<file path="config.mk">
export PLATFORM = sky130hd
export DESIGN_NAME = resumption_replay_dev
export DESIGN_NICKNAME = d
export VERILOG_FILES = /design/src/rtl/resumption_replay_dev.sv
export SDC_FILE = /design/constraint.sdc
export NUM_CORES = 1
export LEC_CHECK = 0
export CAP_MARGIN = 20
export CORE_ASPECT_RATIO = 1.1
export CORE_MARGIN = 1
export CORE_UTILIZATION = 40
export DETAILED_ROUTE_END_ITERATION = 6
export HOLD_SLACK_MARGIN = 0.03
export MAX_ROUTING_LAYER = met4
export PLACE_DENSITY_LB_ADDON = 0.12
export SYNTH_ARGS = -nofsm -noshare
export SYNTH_HDL_FRONTEND = slang
export SYNTH_SLANG_ARGS = --single-unit
</file>
<file path="constraint.sdc">
create_clock -name clk -period 1.5 [get_ports clk]
set_input_delay 0.15 -clock clk [delete_from_list [all_inputs] [get_ports clk]]
set_output_delay 0.15 -clock clk [all_outputs]
set_load 0.05 [all_outputs]
</file>
<file path="src/rtl/resumption_replay_dev.sv">
// rtl/resumption_replay_dev.sv - capture/replay ring-buffer stage with tag-register FSM
//   clk    : clock, rising edge
//   rst    : asynchronous active-low reset
//   __in0  : W-bit data word to capture
//   __in1  : command (0 NOP, 1 PUSH, 2 REPLAY, 3 CLEAR)
//   __out0 : replayed-data valid
//   __out1 : replayed word, IDLE_VAL when __out0 is low
//   __out2 : occupancy count (0..DEPTH)
//   __out3 : sticky drop flag (PUSH refused because buffer full or replay busy)
module resumption_replay_dev #(
  parameter int            W        = 3,
  parameter int            DEPTH    = 4,
  parameter logic [W-1:0]  IDLE_VAL = '0,
  localparam int           CW       = $clog2(DEPTH + 1)
) (
  input  logic          clk,
  input  logic          rst,
  input  logic [W-1:0]  __in0,
  input  logic [1:0]    __in1,
  output logic          __out0,
  output logic [W-1:0]  __out1,
  output logic [CW-1:0] __out2,
  output logic          __out3
);

  localparam int PW = $clog2(DEPTH);

  // NOP (2'd0) falls through to the default arms below.
  localparam logic [1:0] CMD_PUSH   = 2'd1;
  localparam logic [1:0] CMD_REPLAY = 2'd2;
  localparam logic [1:0] CMD_CLEAR  = 2'd3;

  typedef enum logic {
    S_IDLE   = 1'b0,
    S_REPLAY = 1'b1
  } state_t;

  // The whole resumption state lives in one tag register.
  typedef struct packed {
    state_t        state;
    logic [PW-1:0] rd_ptr;
    logic [PW-1:0] wr_ptr;
    logic [CW-1:0] count;
  } tag_t;

  tag_t         tag;
  logic [W-1:0] mem [DEPTH];
  logic         full;
  logic         wr_en;

  assign full   = (tag.count == CW'(DEPTH));
  // Writes are only accepted in IDLE; a PUSH during replay is refused.
  assign wr_en  = rst && (tag.state == S_IDLE) && (__in1 == CMD_PUSH) && !full;
  assign __out2 = tag.count;

  // Buffer contents are don't-care after reset, so storage carries no reset.
  always_ff @(posedge clk) begin
    if (wr_en) begin
      mem[tag.wr_ptr] <= __in0;
    end
  end

  always_ff @(posedge clk or negedge rst) begin
    if (!rst) begin
      tag.state  <= S_IDLE;
      tag.rd_ptr <= '0;
      tag.wr_ptr <= '0;
      tag.count  <= '0;
      __out0     <= 1'b0;
      __out1     <= IDLE_VAL;
      __out3     <= 1'b0;
    end else begin
      __out0 <= 1'b0;
      __out1 <= IDLE_VAL;
      if (__in1 == CMD_CLEAR) begin
        // CLEAR wins over everything, including an in-flight replay word.
        tag.state  <= S_IDLE;
        tag.rd_ptr <= '0;
        tag.wr_ptr <= '0;
        tag.count  <= '0;
        __out3     <= 1'b0;
      end else if (tag.state == S_REPLAY) begin
        // count is always >0 here; the edge emitting the last word returns to IDLE.
        __out0     <= 1'b1;
        __out1     <= mem[tag.rd_ptr];
        tag.rd_ptr <= tag.rd_ptr + PW'(1);
        tag.count  <= tag.count - CW'(1);
        if (tag.count == CW'(1)) begin
          tag.state <= S_IDLE;
        end
        if (__in1 == CMD_PUSH) begin
          __out3 <= 1'b1;
        end
      end else begin
        case (__in1)
          CMD_PUSH: begin
            if (full) begin
              __out3 <= 1'b1;
            end else begin
              tag.wr_ptr <= tag.wr_ptr + PW'(1);
              tag.count  <= tag.count + CW'(1);
            end
          end
          CMD_REPLAY: begin
            if (tag.count != '0) begin
              __out0     <= 1'b1;
              __out1     <= mem[tag.rd_ptr];
              tag.rd_ptr <= tag.rd_ptr + PW'(1);
              tag.count  <= tag.count - CW'(1);
              tag.state  <= (tag.count == CW'(1)) ? S_IDLE : S_REPLAY;
            end
          end
          default: begin
          end
        endcase
      end
    end
  end

endmodule

</file>
======== Yosys cells after proc, flatten, opt, wreduce, memory -nomap -nowiden ========
Memories as Yosys holds them, arrays and structs flattened.
Index checks and enable logic that the tools add are counted.
word-level totals
  register bits after elaboration ......... 13
  RAM bits ................................ 12
  input bits .............................. 7
  output and inout port bits .............. 8
  word-level logic and storage cells ...... 62
  memories kept ........................... 1
cells by class
  add/sub/neg operators ................... 4
  equal/unequal tests ..................... 9
  mux-type cells .......................... 26
  bitwise logic cells ..................... 1
  reductions and logical operators ........ 14
memory list
  name  depth  width  read ports  clocked after Yosys merged registers in  write ports  RTL line  text
  mem   4      3      1           0                                        1            47        logic [W-1:0] mem [DEPTH];
operator list
  operator                                                                  count
  3-bit two-way mux                                                         9
  1-bit two-way mux                                                         12
  3-bit nonzero test                                                        4
  8-bit two-way mux                                                         1
  4-bit inequality test (second input constant)                             2
  3-bit one-hot mux with 2 select lines                                     1
  3-bit AND reduction                                                       2
  5-bit two-way mux                                                         1
  2-bit by 1-bit adder with 2-bit output (second input constant)            2
  2-bit equality test (second input constant)                               2
  2-bit two-way mux                                                         2
  2-bit by 1-bit inequality test with 1-bit output (second input constant)  2
  2-bit AND reduction                                                       2
  4-bit nonzero test                                                        1
  3-bit by 1-bit adder with 3-bit output (second input constant)            1
  3-bit by 1-bit equality test with 1-bit output (second input constant)    1
  3-bit equality test (second input constant)                               1
  1-bit logical AND                                                         3
  3-bit by 1-bit subtractor with 3-bit output (second input constant)       1
  2-bit by 1-bit equality test with 1-bit output (second input constant)    1
  2-bit nonzero test                                                        1
  1-bit zero test                                                           1
  1-bit inverter                                                            1

======== Logic depth before layout (Yosys ltp) ========
  word-level depth ........................ 6
  mapped depth ............................ 6
  mapped depth without buffers ............ 6

======== Least setup slack after synthesis ========
OpenSTA, ideal clock, no wires.
  path type ............................... reg2reg
  start point ............................. reg tag (netlist bit __out2[0])
  end point ............................... mem mem[0][0], enable pin
  library setup time ...................... 0.319 ns
  data arrival time ....................... 1.327 ns
  data required time ...................... 1.181 ns
  slack ................................... -0.146 ns
  cell stages (with the launch flop) ...... 6
  path buffers ............................ 0
  period minus slack after synthesis ...... 1.646 ns
  cell sequence ........................... dfrtp_1 -> inv_1 -> ha_1 -> a21oi_1 -> nand3_1 -> nor2_1
between the ends
  word-level cells in the longest chain between the ends .. 5
ends and longest elaborated chain
  what                                     RTL line  text
  from (decl)                              46        tag_t tag;
  3-bit equality test                      51        assign full = (tag.count == CW'(DEPTH));
  1-bit zero test                          53        assign wr_en = rst && (tag.state == S_IDLE) && (__in1 == CMD_PUSH) && !full;
  1-bit logical AND                        53
  1-bit two-way mux                        58        if (wr_en) begin
  1-bit two-way mux (not written as such)  59        mem[tag.wr_ptr] <= __in0;
  to (decl)                                47
No other way between the ends.

======== Worst setup path in the final report ========
  start point ............................. in __in1[1]
  end point ............................... reg tag[5] (netlist name)
between the ends
  word-level cells in the longest chain between the ends .. 3
  elaborated cells on any way between the ends .. 6
  those cells by class .................... eq/ne: 2; mux: 1; reduce/logical: 3
ends and longest elaborated chain
  what                                    RTL line  text
  from (decl)                             19        input logic [1:0] __in1,
  2-bit equality test (on tied branches)  75, 95
  3-bit nonzero test (no source line)     -
  2-bit AND reduction (no source line)    -
Parallel ways exist; a longest one is shown, timed or not.
A chain may end at the register's enable or synchronous reset.

==> reports/metrics.yaml <==
timing:
  drv_slew: 0
  fin_setup_tns_ps: 0
  hold_viol_final: 0
  max_freq_ghz: 0.6870
  worstMarginPinSlew_ps: 340.2
  setup_violations: 0
  setup_slack_ps: 44.29
  slew_headroom_pct: 77.32
  finClkSkew_ps: 8.765
  period_share_pct: 97.05
  fin_crit_ps: 1456
synthesis:
  syn_inst: 102
  ys_types: 33
  ys.flop_type: "dfrtp_1"
  yosys.cell_count.top_type: "inv_1"
  yosysTopAreaCell: "edfxtp_1"
  synth-async-reset-ratio_pct: 52.00
  ys_warn_count: 0
  yosysSeqAreaShare_pct: 52.95
  synth_top_area_share_pct: 27.83
  synth_area_sq_mm: 0.001295
  yosys_register_bits: 25
  synthTopCellsByCount: "14 x inv_1, 13 x dfrtp_1, 12 x edfxtp_1, 12 x ha_1, 8 x nor2_1"
  synth_edf_count: 12
  avgSynthCellArea_sq_um: 12.70
  ys_top_cells_by_area: "edfxtp_1 28%, dfrtp_1 25%, ha_1 12%, mux4_2 5.2%, inv_1 4.1%"
  synth_fp_nets: 121
power:
  max-vdd-ir-drop_mv: 1.439
  total_power_mw: 3.029
  clkPwrFrac_pct: 9.9
  cellLeakagePower_nw: 0.7277
  seq_power_share_pct: 34.3
  p_comb_share_pct: 55.8
  switching_share_pct: 41.54
  p_int_mw: 1.770
  powerDensity_mw_per_mm2: 1793
  switching_power_mw: 1.258
layout:
  diodes: 0
  fill_cells: 264
  fin_area_sq_mm: 0.001689
  post-route-util_pct: 54.95
  area_delta_synth_final_pct: 30.43
  drive_above_1_share_pct: 40.60
  nets: 153
die:
  dieHeight_microns: 61.68
  dieArea_sq_mm: 0.003469
  ios: 15
  start_util_pct: 42.12
  core.rowCount: 21
  die_x_microns: 56.25
  core_area_sq_mm: 0.003074
place:
  place_ws_ps: -321.0
  hpwl_microns: 1713
  io_buffers: 14
  gp_congestion: 0.7058
  placed_area_sq_mm: 0.001628
global_route:
  grt_pass1_vias: 825
  grt_util_all_layers_pct: 14.93
  antenna_found_initial: 0
  grt_start_max_net_pins: 15
  grt_pass1_wl_microns: 3650
  overflow: 0
min_path:
  hold_path_class: "input port to async pin"
route:
  drtIter0Drc: 23
  viasPerCell: 4.844
  drt_wl_total_microns: 2254
  vias: 809
  drtAntennaViolNets: 0
  drt-wirelength-per-cell_microns: 13.50
  firstDrtPassIters: 5
  drc: 0
critical_path:
  cp-end-kind: "flip-flop"
  cp_max_fo: 4
  arrival_ps: 1670
  worst_setup_path_start_kind: "input port"
  cp.required_ps: 1710
  path_class: "input port to flip-flop"
clock_tree:
  numCtsBuffers: 3
  clockBufferDepth: 2
  ctsHoldBuffers: 0
  clk_pin_slew_worst_paths_ps: 140
  cts.sinks: 25
  htree_levels: 1
  root_buffer: "clkbuf_4"
  clkLatencyLatePin_ps: 320
  cts_tree: "yes"
job:
  maxCapViolCount: 0
outcome:
  status: "finished clean"
sequential cells by signal, indices dropped and copies added, names as in the netlist:
register / cells
__out0: 1
__out1: 3
__out2: 3
__out3: 1
mem: 12
tag: 5
power groups by stage:
stage	combinational, mW	sequential, mW	clock, mW
2_1_floorplan	0.922	1.21	0
3_3_place_gp	1.58	1.05	0
3_5_place_dp	1.61	1.05	0
4_1_cts	1.66	1.04	0.315
5_1_grt	1.82	1.06	0.339
6_report	1.69	1.04	0.300
per-stage QoR:
stage / hold slack (ps) / cells
floorplan: -145.6 / 102
finish: 292.2 / 167
detailed placement: 496.6 / 162
global placement: 491.8 / 162
CTS: 286.4 / 166
global route: 293.4 / 167
logic make-up after synthesis:
family | Yosys count | synth area share [%]
AOI/OAI and AO/OA | 14 | 9.179
DFF | 25 | 52.95
and+or+nand+nor | 25 | 11.01
xor gates and xnor gates | 2 | 1.353
muxes | 5 | 6.860
adders and majority gates | 12 | 11.59
buffers and inverters | 19 | 7.053
per-layer routing:
metal | up-vias | part of all wire [%] | global-route usage (%)
li1 | 405 | - | -
met1 | 391 | 47 | 17.99
met2 | 11 | 50 | 25.34
met3 | 2 | 2.5 | 4.412
met4 | 0 | 0.62 | 3.136
met5 | - | 0 | -
cell type report:
class,count,area [sq um],share of cell area (%)
Tap cell,34,42.54,2.519
Sequential cell,25,685.7,40.59
Clock buffer,3,22.52,1.333
Clock inverter,1,5.005,0.2963
Timing Repair Buffer,32,280.3,16.59
Multi-Input combinational cell,58,600.6,35.56
Inverter,14,52.55,3.111
layout by cell type, fill, tap and decap left out, types with 2 or more instances in the layout:
master           count
buf_4               24
edfxtp_1            12
nand2_1              3
nor2_2               2
dfrtp_1             13
inv_2                2
buf_12               2
clkdlybuf4s50_1      6
inv_1               12
ha_1                10
clkbuf_4             3
a21oi_1              4
nand3_1              2
mux4_2               3
nor2_4               4
nor2b_1              4
nor2_1               3
critical path, stage by stage:
cell             delay, ps
clkdlybuf4s50_1        450
buf_4                  160
ha_1                   210
buf_4                  150
a31oi_4                220
nor2_2                  70
mux2_2                 260
path summary, 6_finish.rpt:
kind                       startpoint        end  slack [ps]  cells past startpoint
setup / recovery             __in1[1]     tag[5]          40                      7
hold / removal                    rst     tag[6]         290                      2
setup reg to reg            __out2[1]  __out2[1]          80                      7
hold reg to reg                __out3     __out3         530                      2
max in group asynchronous         rst     __out3        1040                      2
min in group clk             __in0[1]  mem[1][1]         450                      1
timing repair:
action                                  in CTS  in global routing
gates resized for setup                      1                  6
endpoints found under the setup margin       3                  4
hold endpoints to repair                     0                  0
pin swaps                                    0                  3
setup buffers                                0                  1
No activity file was read; power rests on OpenSTA's default activity.
